===== config.mk =====
export PLATFORM = sky130hd
export DESIGN_NAME = mult_div_unit
export DESIGN_NICKNAME = d
export VERILOG_FILES = /design/src/rtl/mult_div_unit.sv
export SDC_FILE = /design/constraint.sdc
export NUM_CORES = 1
export LEC_CHECK = 0
export ABC_AREA = 1
export BUFFER_PORTS_ARGS = -buffer_cell sky130_fd_sc_hd__buf_2
export CAP_MARGIN = 30
export CORE_ASPECT_RATIO = 1.25
export CORE_UTILIZATION = 60
export CTS_CLUSTER_SIZE = 8
export DETAILED_ROUTE_END_ITERATION = 10
export HOLD_SLACK_MARGIN = 0.15
export PLACE_DENSITY_LB_ADDON = 0.3
export SYNTH_ARGS = -nofsm -noshare
export SYNTH_HDL_FRONTEND = slang
export SYNTH_SLANG_ARGS = --single-unit

===== constraint.sdc =====
create_clock -name clock -period 10.1 [get_ports clock]
set_input_delay 2.02 -clock clock [delete_from_list [all_inputs] [get_ports clock]]
set_output_delay 2.02 -clock clock [all_outputs]
set_load 0.02 [all_outputs]

===== src/rtl/mult_div_unit.sv =====
// mult_div_unit -- sequential 32-bit multiply/divide datapath for HI/LO.
//
// A multiply or divide is accepted in IDLE. The unit then iterates one bit
// per clock for 32 edges and registers the HI/LO pair on the last edge,
// together with a one-cycle done pulse.
//   Multiply: radix-2 Booth, one add/sub plus arithmetic right shift per edge.
//   Divide:   restoring division on operand magnitudes, signs fixed at the end.
//
// Optional feature macro: MULT_DIV_UNSIGNED_EN
//   When defined, the unsigned_op port exists and selects MULTU/DIVU.
//   When undefined, every operation is signed.
//
// Ports:
//   clock        in   sole clock, rising edge
//   reset        in   synchronous, active-high
//   mult_op      in   start signed multiply (sampled only in IDLE, wins over div_op)
//   div_op       in   start signed divide (sampled only in IDLE)
//   a, b         in   operands [31:0], captured on the start edge
//   unsigned_op  in   (MULT_DIV_UNSIGNED_EN only) unsigned operation
//   hi, lo       out  product[63:32]/[31:0] or remainder/quotient, held
//   busy         out  high while iterating
//   done         out  one-cycle pulse, hi/lo valid
//   div_by_zero  out  qualifies done for a divide whose divisor was zero
module mult_div_unit (
    input  logic        clock,
    input  logic        reset,
    input  logic        mult_op,
    input  logic        div_op,
    input  logic [31:0] a,
    input  logic [31:0] b,
`ifdef MULT_DIV_UNSIGNED_EN
    input  logic        unsigned_op,
`endif
    output logic [31:0] hi,
    output logic [31:0] lo,
    output logic        busy,
    output logic        done,
    output logic        div_by_zero
);

    typedef enum logic [1:0] {S_IDLE, S_MULT, S_DIV} state_t;

    state_t      r_state;
    state_t      w_state_next;
    logic [4:0]  r_count;
    logic [32:0] r_acc;       // Booth accumulator / partial remainder
    logic [31:0] r_mq;        // multiplier / dividend-then-quotient
    logic        r_qm1;       // Booth q(-1)
    logic [31:0] r_divisor;   // divisor magnitude
    logic [31:0] r_op_a;
    logic [31:0] r_op_b;
    logic        r_uns;
    logic [31:0] r_hi;
    logic [31:0] r_lo;
    logic        r_busy;
    logic        r_done;
    logic        r_dbz;

    logic        w_uns;
    logic        w_start_mult;
    logic        w_start_div;
    logic        w_last;
    logic [31:0] w_a_mag;
    logic [31:0] w_b_mag;
    logic [32:0] w_booth_sum;
    logic [32:0] w_booth_acc;
    logic [31:0] w_booth_mq;
    logic        w_booth_qm1;
    logic [32:0] w_div_shift;
    logic [33:0] w_div_diff;
    logic        w_div_fits;
    logic [32:0] w_div_acc;
    logic [31:0] w_div_mq;
    logic [31:0] w_res_hi;
    logic [31:0] w_res_lo;
    logic        w_res_dbz;

`ifdef MULT_DIV_UNSIGNED_EN
    assign w_uns = unsigned_op;
`else
    assign w_uns = 1'b0;
`endif

    assign w_a_mag = (!w_uns && a[31]) ? (~a + 32'd1) : a;
    assign w_b_mag = (!w_uns && b[31]) ? (~b + 32'd1) : b;

    // Next-state logic; a start from IDLE is decided here too.
    always_comb begin
        w_state_next = r_state;
        w_start_mult = 1'b0;
        w_start_div  = 1'b0;
        w_last       = 1'b0;
        case (r_state)
            S_IDLE: begin
                if (mult_op) begin
                    w_state_next = S_MULT;
                    w_start_mult = 1'b1;
                end else if (div_op) begin
                    w_state_next = S_DIV;
                    w_start_div  = 1'b1;
                end
            end
            S_MULT, S_DIV: begin
                if (r_count == 5'd0) begin
                    w_state_next = S_IDLE;
                    w_last       = 1'b1;
                end
            end
            default: w_state_next = S_IDLE;
        endcase
    end

    always_ff @(posedge clock) begin
        if (reset) r_state <= S_IDLE;
        else       r_state <= w_state_next;
    end

    // Booth step. The accumulator is one bit wider than the operand so that
    // subtracting a most-negative multiplicand cannot overflow.
    always_comb begin
        w_booth_sum = r_acc;
        case ({r_mq[0], r_qm1})
            2'b01:   w_booth_sum = r_acc + {r_op_a[31], r_op_a};
            2'b10:   w_booth_sum = r_acc - {r_op_a[31], r_op_a};
            default: w_booth_sum = r_acc;
        endcase
        {w_booth_acc, w_booth_mq, w_booth_qm1} = {w_booth_sum[32], w_booth_sum, r_mq};
    end

    // Restoring-division step on magnitudes.
    always_comb begin
        w_div_shift = {r_acc[31:0], r_mq[31]};
        w_div_diff  = {1'b0, w_div_shift} - {2'b00, r_divisor};
        w_div_fits  = ~w_div_diff[33];
        w_div_acc   = w_div_fits ? w_div_diff[32:0] : w_div_shift;
        w_div_mq    = {r_mq[30:0], w_div_fits};
    end

    // Final result as it would appear after the last iteration.
    always_comb begin
        w_res_hi  = 32'd0;
        w_res_lo  = 32'd0;
        w_res_dbz = 1'b0;
        if (r_state == S_MULT) begin
            // The Booth core forms the signed product; an unsigned product
            // differs only in the upper half by the operands whose top bit is set.
            w_res_lo = w_booth_mq;
            w_res_hi = w_booth_acc[31:0];
            if (r_uns) begin
                w_res_hi = w_booth_acc[31:0]
                         + (r_op_a[31] ? r_op_b : 32'd0)
                         + (r_op_b[31] ? r_op_a : 32'd0);
            end
        end else if (r_divisor == 32'd0) begin
            w_res_hi  = r_op_a;
            w_res_lo  = 32'hFFFF_FFFF;
            w_res_dbz = 1'b1;
        end else begin
            w_res_lo = (!r_uns && (r_op_a[31] ^ r_op_b[31])) ? (~w_div_mq + 32'd1) : w_div_mq;
            w_res_hi = (!r_uns && r_op_a[31]) ? (~w_div_acc[31:0] + 32'd1) : w_div_acc[31:0];
        end
    end

    always_ff @(posedge clock) begin
        if (reset) begin
            r_count   <= 5'd31;
            r_acc     <= 33'd0;
            r_mq      <= 32'd0;
            r_qm1     <= 1'b0;
            r_divisor <= 32'd0;
            r_op_a    <= 32'd0;
            r_op_b    <= 32'd0;
            r_uns     <= 1'b0;
            r_hi      <= 32'd0;
            r_lo      <= 32'd0;
            r_busy    <= 1'b0;
            r_done    <= 1'b0;
            r_dbz     <= 1'b0;
        end else begin
            r_done <= w_last;
            r_dbz  <= w_last & w_res_dbz;
            if (w_start_mult || w_start_div) begin
                r_op_a    <= a;
                r_op_b    <= b;
                r_uns     <= w_uns;
                r_count   <= 5'd31;
                r_busy    <= 1'b1;
                r_acc     <= 33'd0;
                r_qm1     <= 1'b0;
                r_mq      <= w_start_mult ? b : w_a_mag;
                r_divisor <= w_b_mag;
            end else if (r_state == S_MULT) begin
                r_acc   <= w_booth_acc;
                r_mq    <= w_booth_mq;
                r_qm1   <= w_booth_qm1;
                r_count <= r_count - 5'd1;
            end else if (r_state == S_DIV) begin
                r_acc   <= w_div_acc;
                r_mq    <= w_div_mq;
                r_count <= r_count - 5'd1;
            end
            if (w_last) begin
                r_hi    <= w_res_hi;
                r_lo    <= w_res_lo;
                r_busy  <= 1'b0;
                r_count <= 5'd31;
            end
        end
    end

    assign hi          = r_hi;
    assign lo          = r_lo;
    assign busy        = r_busy;
    assign done        = r_done;
    assign div_by_zero = r_dbz;

endmodule

==> impl_metrics.py <==
metrics = {
    "outcome": {
        "outcome": "finished clean",
    },
    "die": {
        "die-area_um2": 30800,
        "pin_count": 135,
        "start_util": 0.614,
        "coreArea_um2": 29400,
        "fp.dieH_um": 196,
        "die_w_um": 157,
        "rows": 70,
    },
    "pwr": {
        "peakVddDrop_mv": 0.142,
        "total_power_mw": 4.52,
        "powerDensity_nw_per_um2": 229,
        "p_leak_nw": 9.99,
    },
    "min_path": {
        "holdPathStages": 2,
        "hold_path_end": "hi[12]$_SDFFE_PP0P_",
        "hold_path.class": "flop to flop",
        "hp-start": "hi[12]$_SDFFE_PP0P_",
    },
    "synth": {
        "synth_top_area_frac": 0.227,
        "synthXorXnorAreaFrac": 0.0611,
        "synthTopCellsByArea": "dfxtp_1 23%, nand2_1 15%, inv_1 8.1%",
        "synth_top_cell_by_area": "dfxtp_1",
        "synth.mux.area_fraction": 0,
        "yosys_warnings": 0,
        "ys_seq_area_frac": 0.227,
        "synth_cell_types": 63,
        "netlist_instances": 3013,
        "async_flop_share": 0,
        "synth-seq-cells": 205,
        "synthAdderAreaFrac": 0.0542,
        "yosys.area_share.simple": 0.318,
        "ys.flop_type": "dfxtp_1",
        "synth_compound_area_frac": 0.223,
        "synth-edff-count": 0,
        "syn_area_um2": 18100,
        "synth_nets": 3158,
        "synth_top_family_by_area": "simple AND/OR/NAND/NOR gates",
        "synthesis.area_per_instance_um2": 5.99,
    },
    "timing": {
        "relSlewSlack": 0.374,
        "hold_viol": 0,
        "rsz0062_at_grt": "false",
        "fmax_ghz": 0.189,
        "layout_min_cycle_time_ps": 5280,
        "fin_crit_sh": 0.523,
        "fin_ws_ps": 4820,
        "worst_pin_slew_ps": 938,
        "skew_ps": 19.1,
        "final.setup.tns_ps": 0,
        "setup_viol": 0,
        "drv_slew": 0,
    },
    "setup_path": {
        "startpoint_type": "input pin",
        "worstPathArrival_ps": 5800,
        "critical_path_class": "input pin to flop",
        "r2r_end": "lo[24]$_SDFFE_PP0P_",
        "rr_startpoint": "r_acc[19]$_SDFFE_PP0P_",
        "cp-end-kind": "flop",
        "worstPathRequired_ps": 10610,
        "cp_max_fo": 69,
        "startpoint": "mult_op",
        "reg2reg_depth": 23,
        "reg2reg_setup_slack_ps": 4920,
    },
    "clocking": {
        "htree_levels": 1,
        "post_cts_buffers": 0,
        "clkSinkCount": 205,
        "cts_root_buf": "clkbuf_16",
        "cts_tree": "done",
        "clkTransAtPathRegs_ps": 50,
        "cts_buffer_depth": 3,
        "cts_resized": 0,
        "hold_buffers": 0,
        "insertion_delay_ps": 580,
        "cts_inserted_buffers": 30,
    },
    "cells_and_area": {
        "final_cell_mix": "732 x nand2_1, 391 x inv_1, 297 x nor2_1, 287 x o21ai_0, 244 x a21oi_1",
        "fin_nets": 3211,
        "antenna_cells": 0,
        "drive_above_1_share": 0.0886,
        "post-route-util": 0.669,
        "area_delta_synth_final_pct": 9.01,
        "layout_commonest_cell": "nand2_1",
    },
    "drt": {
        "avgRoutedWirePerCell_um": 20.5,
        "vias_per_cell": 6.19,
        "route.vias.total": 21500,
        "drtPass1Iterations": 6,
        "drt_first_iter_violations": 2517,
        "drt.antenna.violating_nets": 0,
        "remaining_drc_errors": 0,
        "wl_um": 71100,
    },
    "global_routing": {
        "grt_max_degree": 103,
        "grt-ovfl-total": 0,
        "grt_pass1_vias": 20400,
        "grt_pass1_wl_um": 109000,
        "grtUsageTotal": 0.458,
        "antenna_found_initial": 1,
    },
    "flow_run": {
        "cap_viol_max_count": 0,
    },
    "placement": {
        "io_buffers": 134,
        "hpwl_um": 54200,
        "gp_congestion": 1.08,
        "dp_slack_ps": 4400,
    },
}
==> metrics by stage <==
| stage | cell area, um2 | cells | hold WS (ps) |
|---|---|---|---|
| 6_report | 19700 | 3467 | 450 |
| 5_1_grt | 19700 | 3467 | 469 |
| 4_1_cts | 19600 | 3465 | 454 |
| 3_5_place_dp | 18800 | 3428 | 438 |
| 3_3_place_gp | 18800 | 3426 | 433 |
| 2_1_floorplan | 18100 | 3013 | 456 |
==> how the worst max path moves through the flow <==
stage / end / slack [ps] / depth (start not counted)
after detailed placement: r_mq[1]$_SDFFE_PP0P_ / 4400 / 13
final: r_mq[1]$_SDFFE_PP0P_ / 4820 / 12
after CTS: r_mq[1]$_SDFFE_PP0P_ / 4980 / 13
after floorplan: r_mq[30]$_SDFFE_PP0P_ / 6070 / 14
after global placement: r_mq[1]$_SDFFE_PP0P_ / 4470 / 12
after global routing: lo[30]$_SDFFE_PP0P_ / 4340 / 29
==> worst max-delay path, cell delays in order <==
cell      delay, ps
buf_2           130
nor3_1          540
inv_1           340
nand2_4         550
buf_4           560
inv_1           420
buf_4           400
a21oi_1         170
o21ai_0         200
o21ai_0         180
o221ai_1        150
inv_1           100
==> final cells by class <==
class | count | area (um2)
multi-input cells | 2266 | 11900
fillers | 2765 | 9750
flip-flops and latches | 205 | 4100
inverters | 410 | 1540
repair buffers | 153 | 853
clock buffers | 34 | 776
well taps | 396 | 495
clock inverters | 3 | 40.0
==> synth_stat cells, types with 11 or more instances <==
| cell type | count |
|---|---|
| a21oi_1 | 244 |
| a22o_1 | 12 |
| a22oi_1 | 12 |
| a31oi_1 | 31 |
| buf_1 | 11 |
| clkbuf_1 | 104 |
| dfxtp_1 | 205 |
| ha_1 | 75 |
| inv_1 | 392 |
| inv_2 | 11 |
| nand2_1 | 733 |
| nand2_2 | 16 |
| nand3_1 | 159 |
| nand4_1 | 30 |
| nor2_1 | 299 |
| nor2_2 | 13 |
| nor3_1 | 37 |
| nor4_1 | 18 |
| o211ai_1 | 36 |
| o21ai_0 | 287 |
| o21ai_1 | 24 |
| xnor2_1 | 23 |
| xor2_1 | 103 |
==> cells by family (layout without fill, tap and decap cells) <==
logic type	Yosys count	after routing
fa+ha+maj	77	77
simple gates	1346	1346
compound gates	717	717
buf+inv	542	600
flops	205	205
xor+xnor	126	126
==> sequential cells by signal, summed over array words and instances, names as in the netlist, 2 cells and up <==
signal,flops
lo,32
r_divisor,32
r_op_a,32
hi,32
r_state,2
r_count,5
r_mq,32
r_acc,33
==> where the power goes <==
part / internal, mW / switching (mW) / leakage, nW
Clock: 0.533 / 0.378 / 0.400
Sequential: 0.890 / 0.121 / 1.68
Combinational: 0.758 / 1.84 / 7.91
==> routing by layer <==
layer,part of all wire,track usage,vias to the layer above
met4,0.099,0.401,0
li1,-,-,9957
met2,0.44,0.720,1422
met3,0.097,0.0700,407
met5,0,0,-
met1,0.37,0.542,9692
(Power assumes the default switching activity.)
